<file path="src/rtl/dyn_add_ctrl.sv">
// dyn_add_ctrl: shares one variable-latency adder and its stopwatch between
// NREQ requesters. A round-robin arbiter picks a requester in IDLE, the
// operands are latched and presented to the adder, the stopwatch is released
// for the RUN phase, and the result is returned on a valid/ready port.
// Optional feature macro: DYN_ADD_CTRL_TIMEOUT_EN (aborts RUN after TMAX
// cycles without add_done and reports rsp_timeout=1).
module dyn_add_ctrl #(
    parameter int WIDTH = 8,
    parameter int NREQ  = 2,
    parameter int CW    = 3,
    parameter int TMAX  = 6
) (
    input  logic                      clk,
    input  logic                      rst,
    input  logic [NREQ-1:0]           req,
    input  logic [NREQ*WIDTH-1:0]     a_in,
    input  logic [NREQ*WIDTH-1:0]     b_in,
    output logic [NREQ-1:0]           gnt,
    output logic [WIDTH-1:0]          add_a,
    output logic [WIDTH-1:0]          add_b,
    output logic                      first,
    input  logic                      add_done,
    input  logic [WIDTH:0]            add_sum,
    input  logic [CW-1:0]             sw_count,
    output logic                      rsp_valid,
    input  logic                      rsp_ready,
    output logic [$clog2(NREQ)-1:0]   rsp_id,
    output logic [WIDTH:0]            rsp_sum,
    output logic [CW-1:0]             rsp_lat,
    output logic [CW-1:0]             rsp_sw,
    output logic                      rsp_timeout
);

    localparam int IDW  = $clog2(NREQ);
    localparam int IDW1 = IDW + 1;
    localparam logic [CW-1:0] CMAX = {CW{1'b1}};

`ifdef DYN_ADD_CTRL_TIMEOUT_EN
    localparam logic TO_EN = 1'b1;
`else
    localparam logic TO_EN = 1'b0;
`endif

    typedef enum logic [1:0] {
        S_IDLE   = 2'd0,
        S_LAUNCH = 2'd1,
        S_RUN    = 2'd2,
        S_RESP   = 2'd3
    } state_t;

    state_t              r_state;
    state_t              w_state_next;

    logic [IDW-1:0]      r_ptr;
    logic [IDW-1:0]      r_id;
    logic [CW-1:0]       r_cnt;
    logic [WIDTH-1:0]    r_a;
    logic [WIDTH-1:0]    r_b;
    logic [WIDTH:0]      r_sum;
    logic [CW-1:0]       r_lat;
    logic [CW-1:0]       r_sw;
    logic                r_timeout;

    logic                w_found;
    logic [IDW-1:0]      w_win;
    logic [IDW-1:0]      w_ptr_next;
    logic [CW-1:0]       w_cnt_inc;
    logic                w_timeout;

    logic [WIDTH-1:0]    w_a_arr [NREQ];
    logic [WIDTH-1:0]    w_b_arr [NREQ];

    // Unpack the flat operand buses and decode the one-hot grant pulse,
    // which is only visible during LAUNCH.
    generate
        for (genvar gi = 0; gi < NREQ; gi++) begin : g_req
            assign w_a_arr[gi] = a_in[gi*WIDTH +: WIDTH];
            assign w_b_arr[gi] = b_in[gi*WIDTH +: WIDTH];
            assign gnt[gi]     = (r_state == S_LAUNCH) && (r_id == IDW'(gi));
        end
    endgenerate

    // Round-robin search: first requester at or after the pointer, wrapping.
    always_comb begin
        logic [IDW1-1:0] cand_w;
        w_found = 1'b0;
        w_win   = '0;
        cand_w  = '0;
        for (int k = 0; k < NREQ; k++) begin
            cand_w = {1'b0, r_ptr} + IDW1'(k);
            if (cand_w >= IDW1'(NREQ)) begin
                cand_w = cand_w - IDW1'(NREQ);
            end
            if (!w_found && req[cand_w[IDW-1:0]]) begin
                w_found = 1'b1;
                w_win   = cand_w[IDW-1:0];
            end
        end
    end

    assign w_ptr_next = (w_win == IDW'(NREQ - 1)) ? '0 : w_win + 1'b1;

    // Saturating latency count and optional timeout detection.
    assign w_cnt_inc = (r_cnt == CMAX) ? CMAX : r_cnt + 1'b1;
    assign w_timeout = TO_EN && (w_cnt_inc == CW'(TMAX));

    // State register.
    always_ff @(posedge clk or posedge rst) begin
        if (rst) begin
            r_state <= S_IDLE;
        end else begin
            r_state <= w_state_next;
        end
    end

    // Next-state logic and state-decoded outputs.
    always_comb begin
        w_state_next = r_state;
        first        = 1'b1;
        rsp_valid    = 1'b0;
        case (r_state)
            S_IDLE: begin
                if (w_found) begin
                    w_state_next = S_LAUNCH;
                end
            end
            S_LAUNCH: begin
                w_state_next = S_RUN;
            end
            S_RUN: begin
                first = 1'b0;
                if (add_done || w_timeout) begin
                    w_state_next = S_RESP;
                end
            end
            S_RESP: begin
                rsp_valid = 1'b1;
                if (rsp_ready) begin
                    w_state_next = S_IDLE;
                end
            end
            default: begin
                w_state_next = S_IDLE;
            end
        endcase
    end

    // Datapath: operand latch on grant, latency counter, result capture.
    always_ff @(posedge clk or posedge rst) begin
        if (rst) begin
            r_ptr     <= '0;
            r_id      <= '0;
            r_cnt     <= '0;
            r_a       <= '0;
            r_b       <= '0;
            r_sum     <= '0;
            r_lat     <= '0;
            r_sw      <= '0;
            r_timeout <= 1'b0;
        end else begin
            case (r_state)
                S_IDLE: begin
                    if (w_found) begin
                        r_a   <= w_a_arr[w_win];
                        r_b   <= w_b_arr[w_win];
                        r_id  <= w_win;
                        r_ptr <= w_ptr_next;
                    end
                end
                S_LAUNCH: begin
                    r_cnt <= '0;
                end
                S_RUN: begin
                    r_cnt <= w_cnt_inc;
                    if (add_done) begin
                        // Completion takes priority over a coincident timeout.
                        r_sum     <= add_sum;
                        r_sw      <= sw_count;
                        r_lat     <= w_cnt_inc;
                        r_timeout <= 1'b0;
                    end else if (w_timeout) begin
                        r_sum     <= '0;
                        r_sw      <= sw_count;
                        r_lat     <= w_cnt_inc;
                        r_timeout <= 1'b1;
                    end
                end
                default: begin
                end
            endcase
        end
    end

    assign add_a       = r_a;
    assign add_b       = r_b;
    assign rsp_id      = r_id;
    assign rsp_sum     = r_sum;
    assign rsp_lat     = r_lat;
    assign rsp_sw      = r_sw;
    assign rsp_timeout = r_timeout;

endmodule

</file>
<file path="config.mk">
export PLATFORM = sky130hd
export DESIGN_NAME = dyn_add_ctrl
export DESIGN_NICKNAME = d
export VERILOG_FILES = /design/src/rtl/dyn_add_ctrl.sv
export SDC_FILE = /design/constraint.sdc
export NUM_CORES = 1
export LEC_CHECK = 0
export CORE_MARGIN = 2
export CORE_UTILIZATION = 50
export CTS_CLUSTER_SIZE = 30
export DETAILED_ROUTE_END_ITERATION = 10
export DONT_BUFFER_PORTS = 1
export PLACE_DENSITY = 0.63
export SLEW_MARGIN = 20
export SYNTH_ARGS = -nofsm -noshare
export SYNTH_HDL_FRONTEND = slang
export SYNTH_SLANG_ARGS = --single-unit
</file>
<file path="constraint.sdc">
create_clock -name clk -period 2.3 [get_ports clk]
set_clock_uncertainty 0.1 [all_clocks]
set_input_delay 0.115 -clock clk [delete_from_list [all_inputs] [get_ports clk]]
set_output_delay 0.115 -clock clk [all_outputs]
set_load 0.02 [all_outputs]
</file>
; ---- Yosys cells after proc, flatten, opt, wreduce, memory -nomap -nowiden
; Index checks and enable logic that the tools add are counted.
[classes]
addsub = 5
mul = 0
div_mod_pow = 0
order_cmp = 5
n_eq_ne = 7
shift = 0
muxes = 25
bitwise = 2
n_reduce_logical = 9
[ops]
columns = operator, count
row1 = $mux 8, 6
row2 = $mux 1, 13
row3 = $pmux 2 s4, 1
row4 = $mux 2, 3
row5 = $ne 2x2->1 const B, 3
row6 = $pmux 3 s2, 1
row7 = $eq 2x2->1 const B, 2
row8 = $ge 2x2->1 const B, 2
row9 = $lt 1x2->1 const B, 2
row10 = $reduce_and 2->1, 2
row11 = $add 3x1->3 const B, 1
row12 = $eq 3x3->1 const B, 1
row13 = $logic_and 1x1->1, 3
row14 = $mux 3, 1
row15 = $reduce_and 3->1, 1
row16 = $add 1x1->2 const B, 1
row17 = $eq 2x1->1 const B, 1
row18 = $ge 1x2->1 const B, 1
row19 = $logic_not 2->1, 1
row20 = $not 1->2, 1
row21 = $reduce_bool 2->1, 1
row22 = $sub 1x1->1 const B, 2
row23 = $add 1x1->1 const B, 1
row24 = $logic_not 1->1, 1
row25 = $not 1->1, 1
[word_totals]
ff_bits = 38
latchBits = 0
mem_bits_rw = 0
mem_bits_ro = 0
inputBits = 50
output_inout_bits = 37
word_cells = 62
n_memories = 0

; ---- Longest topological paths before layout
; Gate-level depths: netlist of the first run.
[logic_depth]
ltp_word = 12
depth_mapped = 6
ltp_nobuf = 5

; ---- Least setup slack after synthesis of the first run
; OpenSTA, ideal clock, no wires.
[synth_path]
path_kind = reg2reg
start = register r_state[0]
end = register r_state[1]
setup_ps = 128
arrival_time_ps = 1461
t_required_ps = 2072
setup_slack_ps = 612
stages_incl_launch_ff = 5
path_buffers = 0
synth_period_minus_slack_ps = 1688
path_cell_list = dfrtp_1 > inv_1 > ha_1 > a222oi_1 > mux2_1
[synth_between]
elab_chain_len = 3
elab_cells_between_ends = 9
cone_classes = eq/ne (6) / mux (1) / reduce/logical (2)
[synth_lines]
columns = item, line_no
row1 = "start, declared", 51  ; state_t r_state;
row2 = "start signal, assigned", 112  ; r_state <= w_state_next;
row3 = $eq 2x2->1 / $logic_not 2->1 (equally long branches), 121  ; case (r_state)
row4 = $ne 2x2->1 (no line), n/a
row5 = $reduce_and 3->1 (no line), n/a
; Several ways; a longest one is shown, not always the timed one.
; A chain may end at the register's enable or synchronous reset.

; ---- Worst setup path in the final report of the first run
[layout_path]
start = register r_state[0]
end = register r_a[5] (netlist: add_a[5])
[layout_between]
elab_chain_len = 2
[layout_lines]
columns = item, line_no
row1 = $logic_not 2->1, 161  ; case (r_state)
row2 = $reduce_and 2->1 (no line), n/a
row3 = "end signal, assigned", 164  ; r_a <= w_a_arr[w_win];
row4 = "end, declared", 57  ; logic [WIDTH-1:0] r_a;
; Every way passes these cells.

==> run_results.csv, run 1 <==
group,metric,value,unit
sta,fin_crit,2.23,ns
pwr,p_int,1850,uW
pwr,p_seq_share,49.0,%
layout,diodes,0,
layout,area.growth.synth_to_final,36.3,%
sta,hold_viol_final,0,
critical_path,worst_setup_path_start_kind,"flop",
worst_hold_path,hp-class,"in -> reg",
floorplanning,core,3100,sq um
floorplanning,ios,87,
floorplanning,start_util,53.4,%
cts,cts_buffer_depth,2,
layout,drive_gt1_share,16.0,%
cts,cts.sinks,38,
layout,nNetsFinal,243,
floorplanning,die_height,61.6,um
pwr,p_per_area,1400,nW/um^2
pwr,swShare,41.8,%
yosys,yosysTopAreaCell,"dfrtp_1",
yosys,synth_area_leaders,"dfrtp_1 (57%), a221o_1 (9.7%), mux2_2 (8.2%), ha_1 (4.5%), and2_1 (3.8%)",
pwr,leakage,0.00104,uW
route,drt_wl_total,4170,um
pwr,power.switching,1330,uW
cts,clkLatencyLatePin,0.33,ns
place,dpl_cell_area,1710,sq um
global_routing,grt_usage,22.8,%
cts,clock-root-buffer,"clkbuf_4",
global_routing,grt_first_pass_wirelength,6020,um
route,vias,1244,
floorplanning,die_area,3790,sq um
outcome,status,"finished clean",
cts,numCtsBuffers,5,
yosys,synth_top_area_share,57.4,%
layout,fill_cells,237,
layout,utilization,72.8,%
route,drtIter0Drc,52,
pwr,pwr-share-comb,41.1,%
place,portBuffers,0,
floorplanning,die_x,61.6,um
yosys,seq_area_frac_synth,57.4,%
global_routing,grt_pass1_vias,1296,
pwr,clkPwrFrac,10.0,%
layout,register_area,951,sq um
critical_path,cp_cell_sequence,"inv_1 -> ha_2 -> nand2_1 -> a21oi_2 -> buf_4 -> a221o_1 -> dlygate4sd3_1",
route,wl_per_cell,18.1,um
global_routing,overflow,0,
critical_path,crit_path_end_kind,"flop",
route,drc,0,
sta,hold_ws,0.0227,ns
layout,design_area,2260,sq um
pwr,peakVddDrop,743,uV
critical_path,required,2.42,ns
critical_path,path_class,"reg -> reg",
place,gp_congestion,0.773,
yosys,syn_area,1660,sq um
route,avgViaCountPerCell,5.39,
route,drtAntennaViolNets,0,
critical_path,cp_slowest_cell,"dlygate4sd3_1",
sta,fmax,448,MHz
critical_path,max_stage_delay,0.57,ns
sta,fin_crit_sh,97.0,%
yosys,ys_types,24,
global_routing,antenna_found_initial,0,
yosys,ys_ff_latch,38,
floorplanning,rows,20,
yosys,yosys_warnings,0,
yosys,syn_nets,188,
route,dr.pass1.iters,4,
sta,final-setup-viol-count,0,
place,dp_hpwl,2340,um
sta,drv_slew,0,
yosys,synth_cells,132,
cts,cts_tree,"built",
critical_path,cp_max_fo,17,
job,maxCapViolCount,0,
yosys,postSynthAreaPerCell,12.6,sq um
layout,multi_input_comb_area,657,sq um
cts,cts_htree_levels,2,
critical_path,worstPathArrival,2.35,ns
global_routing,grt_max_degree,39,
cts,clkTransAtPathRegs,0.11,ns
==> worst paths after layout <==
| check | from | end | slack [ns] | depth (start not counted) |
|---|---|---|---|---|
| setup / recovery | r_state[0]$_DFFE_PP0P_ | add_a[5]$_DFFE_PP0P_ | 0.07 | 7 |
| min in group asynchronous | rst | r_state[0]$_DFFE_PP0P_ | 0.24 | 3 |
| hold / removal | req[0] | r_ptr$_DFFE_PP0P_ | 0.02 | 2 |
| max in group asynchronous | rst | add_b[5]$_DFFE_PP0P_ | 1.53 | 3 |
| setup reg to reg | r_state[0]$_DFFE_PP0P_ | add_a[5]$_DFFE_PP0P_ | 0.07 | 7 |
| hold reg to reg | r_ptr$_DFFE_PP0P_ | r_ptr$_DFFE_PP0P_ | 0.44 | 1 |
==> kinds of logic (layout without fill, tap and decap cells) <==
group	after synthesis	in the layout	synth area share [%]
compound gates	31	31	15.6
other cells	1	1	0.226
mux	14	14	9.43
fa+ha+maj	6	6	4.53
simple gates	28	28	9.21
flops	38	38	57.4
buf+inv	14	69	3.62
==> routing by layer <==
| metal | global-route usage [%] | share of wire (%) | vias up |
|---|---|---|---|
| met4 | 7.29 | 1.0 | 0 |
| met3 | 9.03 | 8.4 | 6 |
| met5 | 0 | 0 | - |
| met1 | 23.3 | 36 | 597 |
| li1 | - | - | 583 |
| met2 | 42.1 | 55 | 58 |
==> cell type report <==
type | count | share of cell area (%)
sequential | 38 | 42.1
multi-input combinational | 80 | 29.1
timing repair buffer | 53 | 22.8
tap | 44 | 2.44
clock buffer | 5 | 1.66
inverter | 9 | 1.50
clock inverter | 2 | 0.443
==> cell usage after synthesis <==
cell	number
a221o_1	16
ha_1	6
o21ai_0	3
mux2_1	1
mux2i_1	1
inv_1	9
nor2b_1	1
o22ai_1	2
a21oi_1	4
dfrtp_1	38
and2_1	10
a222oi_1	1
clkbuf_1	1
nand2_2	1
a21oi_2	2
and2_0	7
conb_1	1
nand2_1	6
buf_2	3
o21ai_2	1
a21o_1	2
mux2_2	12
nor2_1	3
buf_4	1
==> what timing repair did <==
item	CTS	global route
resized for setup	0	2
endpoints found under the hold margin	67	0
buffers inserted	0	3
setup endpoints to repair	0	17
hold buffers	47	0
==> registers in the layout, indices dropped and copies added (netlist names) <==
signal and cells:
add_a 8, add_b 8, r_cnt 3, r_ptr 1, r_state 2, rsp_id 1, rsp_lat 3, rsp_sum 9
rsp_sw 3
==> critical path, delay by kind of cell, from the launching register on <==
| kind | cells | cell delay, ns |
|---|---|---|
| flops | 1 | 0.39 |
| buf+inv | 3 | 0.87 |
| fa+ha+maj | 1 | 0.23 |
| simple gates | 1 | 0.11 |
| compound gates | 2 | 0.41 |
==> placed cells by master, fill, tap and decap left out, drive strengths merged, types with 4 or more instances in the layout <==
| master | count |
|---|---|
| a21oi | 6 |
| a221o | 16 |
| and2 | 17 |
| buf | 6 |
| clkbuf | 5 |
| dfrtp | 38 |
| dlygate4sd3 | 47 |
| ha | 6 |
| inv | 9 |
| mux2 | 13 |
| nand2 | 7 |
| o21ai | 4 |
==> power groups by stage <==
stage | registers (uW) | logic, uW | clock network [uW]
detailed placement | 1560 | 901 | 0
floorplan | 1490 | 751 | 0
global placement | 1550 | 848 | 0
CTS | 1550 | 1200 | 326
global route | 1590 | 1430 | 360
finish | 1550 | 1300 | 316
==> per-stage QoR <==
stage,setup slack [ns],TNS (ns),power (uW),cells
2_1_floorplan,0.612,0,2240,132
3_3_place_gp,0.579,0,2390,174
3_5_place_dp,0.454,0,2460,174
4_1_cts,0.0385,0,3080,228
5_1_grt,-0.0231,-0.0231,3380,231
6_report,0.0684,0,3170,231
(Power assumes the default switching activity.)
==> run 2: changes to the inputs <==
--- a/config.mk
+++ b/config.mk
@@ -5,12 +5,15 @@
 export SDC_FILE = /design/constraint.sdc
 export NUM_CORES = 1
 export LEC_CHECK = 0
+export CAP_MARGIN = 0
+export CELL_PAD_IN_SITES_DETAIL_PLACEMENT = 0
+export CELL_PAD_IN_SITES_GLOBAL_PLACEMENT = 1
 export CORE_MARGIN = 2
-export CORE_UTILIZATION = 50
+export CORE_UTILIZATION = 46
 export CTS_CLUSTER_SIZE = 30
 export DETAILED_ROUTE_END_ITERATION = 10
 export DONT_BUFFER_PORTS = 1
-export PLACE_DENSITY = 0.63
+export PLACE_DENSITY = 0.75
 export SLEW_MARGIN = 20
 export SYNTH_ARGS = -nofsm -noshare
 export SYNTH_HDL_FRONTEND = slang
==> run 2 against run 1 <==
- via count stayed put
- maximum frequency is 4.1% higher
- clock-buffer cell count is 1 higher
- cell count is 0.43% lower
- sequential power hardly changed
- worst hold slack better by 0.028 ns
- wire length is 7.4% lower
- combinational power is 25% lower
- utilization is 6.6 points lower
- largest cell class unchanged
- largest power group unchanged
- highest routed layer unchanged
==> run_results.csv, run 2 (same netlist as run 1, synthesis figures left out) <==
group,metric,value,unit
sta,worst_slack,0.157,ns
route,drt_wl_total,3870,um
layout,final_cell_mix,"dlygate4sd3_1 (49), dfrtp_1 (38), a221o_1 (16), mux2_2 (12), and2_1 (10)",
sta,hold_viol_final,0,
sta,fin_crit_sh,93.2,%
route,vias,1244,
cts,post_cts_resized,0,
place,dpl_cell_area,1700,sq um
layout,final_common_cell,"dlygate4sd3_1",
global_routing,grt_first_pass_wirelength,6450,um
pwr,leakage,0.00102,uW
layout,nNetsFinal,241,
critical_path,worstPathArrival,2.31,ns
worst_hold_path,min_from,"add_done",
route,drtIter0Drc,55,
sta,fmax,467,MHz
critical_path,r2r_slack,0.16,ns
sta,final.setup.tns,0,ns
cts,clkTransAtPathRegs,0.10,ns
pwr,p_seq_share,54.2,%
place,dp_hpwl,2540,um
layout,design_area,2250,sq um
sta,worst_pin_slew,0.817,ns
critical_path,cp_max_fo,5,
route,drtAntennaViolNets,0,
floorplanning,start_util,48.9,%
floorplanning,core,3390,sq um
pwr,p_per_area,1270,nW/um^2
critical_path,regToRegStartpoint,"r_state[0]$_DFFE_PP0P_",
layout,diodes,0,
sta,final-setup-viol-count,0,
sta,rsz0062_at_grt,"false",
cts,cts_tree,"built",
pwr,power.switching,1230,uW
cts,clkLatencyLatePin,0.34,ns
floorplanning,rows,21,
global_routing,grt_max_degree,39,
global_routing,antenna_found_initial,0,
global_routing,overflow,0,
layout,final_cells,230,
place,gp_congestion,0.689,
layout,drive_gt1_share,13.0,%
pwr,clkPwrFrac,11.7,%
outcome,status,"finished clean",
critical_path,crit_path_start,"r_state[0]$_DFFE_PP0P_",
cts,cts_buffer_depth,2,
critical_path,worst_setup_path_start_kind,"flop",
floorplanning,die_area,4100,sq um
worst_hold_path,hp-class,"in -> reg",
route,dr.pass1.iters,4,
place,dp_slack,0.393,ns
critical_path,crit_path_end_kind,"flop",
layout,largest_reg_flops,9,
pwr,pwr-share-comb,34.0,%
floorplanning,die_height,64.0,um
cts,clock-root-buffer,"clkbuf_4",
global_routing,grt_usage,20.6,%
sta,slew-limit-headroom,45.5,%
cts,hold_buffers,49,
route,wl_per_cell,16.8,um
sta,fin_crit,2.14,ns
place,placed_cells,175,
sta,drv_slew,0,
sta,hold_ws,0.0508,ns
route,avgViaCountPerCell,5.41,
place,portBuffers,0,
pwr,swShare,42.9,%
global_routing,grt_pass1_vias,1383,
job,maxCapViolCount,0,
cts,cts_htree_levels,2,
layout,fill_cells,246,
route,drc,0,
floorplanning,ios,87,
critical_path,required,2.47,ns
layout,area.growth.synth_to_final,35.5,%
pwr,p_int,1630,uW
pwr,peakVddDrop,639,uV
floorplanning,die_x,64.0,um
cts,cts_setup_buffers,0,
cts,numCtsBuffers,5,
cts,cts.sinks,38,
critical_path,path_class,"reg -> reg",
[run 2: per-layer routing]
metal / track usage [%] / vias up / part of all wire [%]
met5: 0 / - / 0
met4: 4.89 / 0 / 0.70
met3: 8.27 / 3 / 7.4
met2: 37.4 / 60 / 54
met1: 22.3 / 608 / 38
li1: - / 573 / -
[run 2: power groups by stage]
stage	logic, uW	registers, uW	clock network [uW]
final	972	1550	335
after floorplan	751	1490	0
after detailed placement	896	1560	0
after global placement	836	1550	0
after global routing	1100	1590	385
after CTS	981	1550	346
[run 2: through the flow]
stage	utilization (%)	power (uW)
6_report	66.3	2860
5_1_grt	66.3	3070
4_1_cts	66.3	2880
3_5_place_dp	50.3	2460
3_3_place_gp	50.3	2390
2_1_floorplan	-	2240
[run 2: worst paths after layout]
| kind | endpoint | cells past startpoint |
|---|---|---|
| max | r_state[0]$_DFFE_PP0P_ | 5 |
| min | r_state[1]$_DFFE_PP0P_ | 3 |
| max reg2reg | r_state[0]$_DFFE_PP0P_ | 5 |
| min reg2reg | r_ptr$_DFFE_PP0P_ | 1 |
| max in group asynchronous | add_b[0]$_DFFE_PP0P_ | 3 |
| min in group asynchronous | r_state[0]$_DFFE_PP0P_ | 3 |
[run 2: layout make-up]
class,count,area (sq um),area share [%]
Sequential cell,38,951,42.3
Multi-Input combinational cell,80,647,28.8
Timing Repair Buffer,51,505,22.5
Tap cell,46,57.6,2.56
Clock buffer,6,51.3,2.28
Inverter,9,33.8,1.50
[run 2: critical path, stage by stage, from the launching register on]
cell,delay [ns]
dfrtp_1,0.38
inv_1,0.10
ha_1,0.27
a222oi_1,0.40
dlygate4sd3_1,0.63
mux2i_1,0.19
==> run 3: changes to the inputs <==
--- a/config.mk
+++ b/config.mk
@@ -5,15 +5,16 @@
 export SDC_FILE = /design/constraint.sdc
 export NUM_CORES = 1
 export LEC_CHECK = 0
+export ABC_AREA = 1
 export CAP_MARGIN = 0
 export CELL_PAD_IN_SITES_DETAIL_PLACEMENT = 0
 export CELL_PAD_IN_SITES_GLOBAL_PLACEMENT = 1
 export CORE_MARGIN = 2
-export CORE_UTILIZATION = 46
+export CORE_UTILIZATION = 43
 export CTS_CLUSTER_SIZE = 30
 export DETAILED_ROUTE_END_ITERATION = 10
 export DONT_BUFFER_PORTS = 1
-export PLACE_DENSITY = 0.75
+export PLACE_DENSITY = 0.76
 export SLEW_MARGIN = 20
 export SYNTH_ARGS = -nofsm -noshare
 export SYNTH_HDL_FRONTEND = slang
==> run 3 against run 2 <==
- first-iteration DRC count rose by 58%
- combinational power rose by 4%
- cell count increased by 49%
- largest power group unchanged
- non-clock buffer count is 5 lower
- area after synthesis up 14%
- sequential power is 3% lower
- critical path depth rose by 3
- clock power increased by 70%
- highest routed layer unchanged
- largest cell class unchanged
==> run_results.csv, run 3 <==
group,metric,value,unit
floorplanning,core,4290,sq um
critical_path,worst_setup_path_start_kind,"flop",
cts,clkLatencyLatePin,0.29,ns
route,wl_per_cell,13.0,um
sta,worst_slack,0.310,ns
worst_hold_path,hold_end,"r_state[1]$_DFFE_PP0P_",
critical_path,worst_path_most_repeated_cell,"nand2_1",
sta,final.setup.tns,0,ns
layout,drive_gt1_share,5.52,%
global_routing,grt_max_degree,39,
worst_hold_path,min_path_cells,4,
sta,fin_crit,1.99,ns
cts,cts_tree,"built",
cts,numCtsBuffers,5,
critical_path,crit_path_end_kind,"flop",
sta,rsz0062_at_grt,"false",
sta,drv_slew,0,
critical_path,cp_num_buf_inv,2,
cts,hold_buffers,45,
route,drtAntennaViolNets,0,
floorplanning,die_x,70.3,um
global_routing,grt_pass1_vias,1674,
yosys,synthMostInstantiatedCell,"nand2_1",
critical_path,cp_cell_sequence,"inv_1 -> nand2_4 -> nand2_2 -> nand2_1 -> nand2_1 -> dlygate4sd3_1 -> nand2_1 -> nand2_1",
floorplanning,start_util,44.0,%
floorplanning,die_height,70.3,um
critical_path,r2r_end,"add_b[4]$_DFFE_PP0P_",
yosys,ys_ff_latch,38,
global_routing,grt_first_pass_wirelength,7470,um
yosys,yosysTopAreaCell,"dfrtp_1",
place,dp_slack,0.488,ns
yosys,yosys_warnings,0,
global_routing,overflow,0,
yosys,synth_area_leaders,"dfrtp_1 (50%), nand2_1 (28%), nand3_1 (5.3%), ha_1 (4.0%), inv_1 (2.8%)",
sta,fmax,503,MHz
layout,final_cell_mix,"nand2_1 (141), dlygate4sd3_1 (45), dfrtp_1 (38), nand3_1 (20), inv_1 (14)",
worst_hold_path,min_from,"add_done",
sta,fin_crit_sh,86.5,%
critical_path,cp_max_fo,19,
critical_path,required,2.39,ns
place,dp_hpwl,2670,um
route,drc,0,
yosys,synth_ff_type,"dfrtp_1",
critical_path,path_delay_family,"simple AND/OR/NAND/NOR gates",
layout,final_common_cell,"nand2_1",
global_routing,grt_usage,18.9,%
floorplanning,rows,24,
floorplanning,ios,87,
layout,diodes,0,
critical_path,max_stage_delay,0.57,ns
critical_path,path_class,"reg -> reg",
place,gp_congestion,0.656,
yosys,seq_area_frac_synth,50.3,%
yosys,ys_types,20,
route,drtIter0Drc,87,
cts,clock-root-buffer,"clkbuf_8",
yosys,synthArstFlopShare,100,%
global_routing,antenna_found_initial,0,
layout,area.growth.synth_to_final,29.3,%
pwr,peakVddDrop,557,uV
yosys,synth_edf_count,0,
place,portBuffers,0,
floorplanning,die_area,4940,sq um
job,maxCapViolCount,0,
cts,post_cts_resized,0,
pwr,leakage,0.00133,uW
layout,largest_reg_flops,9,
layout,fill_cells,402,
sta,final-setup-viol-count,0,
worst_hold_path,hp-class,"in -> reg",
sta,hold_viol_final,0,
yosys,syn_area,1890,sq um
route,dr.pass1.iters,4,
critical_path,regToRegStartpoint,"r_ptr$_DFFE_PP0P_",
yosys,synth_cells,246,
yosys,postSynthAreaPerCell,7.69,sq um
cts,cts_buffer_depth,2,
cts,clkTransAtPathRegs,0.08,ns
yosys,syn_nets,302,
route,avgViaCountPerCell,4.90,
outcome,status,"finished clean",
critical_path,worstPathArrival,2.08,ns
pwr,p_per_area,1260,nW/um^2
layout,nNetsFinal,345,
route,vias,1677,
critical_path,reg2regPathDepth,8,
route,drt_wl_total,4450,um
yosys,synth_top_area_share,50.3,%
cts,cts_setup_buffers,0,
yosys,synth_top_cells_by_count,"nand2_1 (141), dfrtp_1 (38), nand3_1 (20)",
critical_path,cp_slowest_cell,"dlygate4sd3_1",
cts,cts.sinks,38,
cts,cts_htree_levels,2,
critical_path,r2r_slack,0.31,ns
==> run 3: changes by cell type in the layout (fill, tap and decap cells not counted), sizes merged, moves of 4 or more <==
cell         before  now
dlygate4sd3      49   45
a221o            16    0
inv               9   15
mux2             13    0
nand3             0   21
a21oi             6    1
and2             17    0
nand2             7  145
==> run 3: how the worst max path moves through the flow <==
stage | start | to | slack, ns | cells after the start
after floorplan | r_state[0]$_DFFE_PP0P_ | r_state[1]$_DFFE_PP0P_ | 0.87 | 7
after CTS | r_ptr$_DFFE_PP0P_ | add_b[4]$_DFFE_PP0P_ | 0.36 | 8
after global routing | r_ptr$_DFFE_PP0P_ | add_a[2]$_DFFE_PP0P_ | 0.16 | 8
final | r_ptr$_DFFE_PP0P_ | add_b[4]$_DFFE_PP0P_ | 0.31 | 8
after detailed placement | r_state[0]$_DFFE_PP0P_ | rsp_sum[0]$_DFFE_PP0P_ | 0.49 | 6
after global placement | r_state[0]$_DFFE_PP0P_ | rsp_sum[7]$_DFFE_PP0P_ | 0.59 | 6
==> run 3: area by class of cell <==
cell class,instances,area [sq um],share of cell area [%]
multi-input cells,183,801,32.8
inverters,15,56.3,2.30
repair buffers,46,458,18.7
flip-flops and latches,38,951,38.9
clock buffers,5,68.8,2.81
well taps,52,65.1,2.66
clock inverters,3,45.0,1.84
==> run 3: cell families after synthesis <==
| kind of cell | after synthesis | share of synthesized area, % |
|---|---|---|
| AND/OR/NAND/NOR | 170 | 36.5 |
| other | 1 | 0.198 |
| flip-flops | 38 | 50.3 |
| buffers and inverters | 25 | 7.35 |
| AO/OA/AOI/OAI | 6 | 1.72 |
| adder cells (fa/ha/maj) | 6 | 3.97 |
==> run 3: stage by stage <==
step / power [uW] / util (%) / area [sq um] / instances / hold slack (ns)
after floorplan: 2270 / - / 1890 / 246 / 0.125
after global placement: 2400 / 43.8 / 1880 / 289 / 0.0531
after detailed placement: 2420 / 43.8 / 1880 / 289 / 0.0608
after CTS: 3120 / 56.9 / 2440 / 342 / 0.0708
after global routing: 3340 / 56.9 / 2440 / 342 / 0.125
final: 3080 / 56.9 / 2440 / 342 / 0.0801
==> run 3: where the power goes <==
group | internal, uW | leakage, uW | total (uW) | switching (uW)
clock network | 322 | 0.0000504 | 569 | 246
registers | 967 | 0.000479 | 1500 | 528
logic | 388 | 0.000800 | 1010 | 625
total | 1680 | 0.00133 | 3080 | 1400
==> run 3: per-layer routing <==
metal | part of all wire (%) | GRT usage, % | up-vias
li1 | - | - | 836
met1 | 40 | 20.1 | 768
met2 | 50 | 34.5 | 64
met3 | 7.7 | 6.64 | 9
met4 | 1.7 | 6.41 | 0
met5 | 0 | 0 | -
==> run 3: worst register-to-register path, cell delays in order, from the launching register on <==
cell           delay, ns
dfrtp_1             0.37
inv_1               0.08
nand2_4             0.18
nand2_2             0.26
nand2_1             0.13
nand2_1             0.07
dlygate4sd3_1       0.57
nand2_1             0.08
nand2_1             0.05
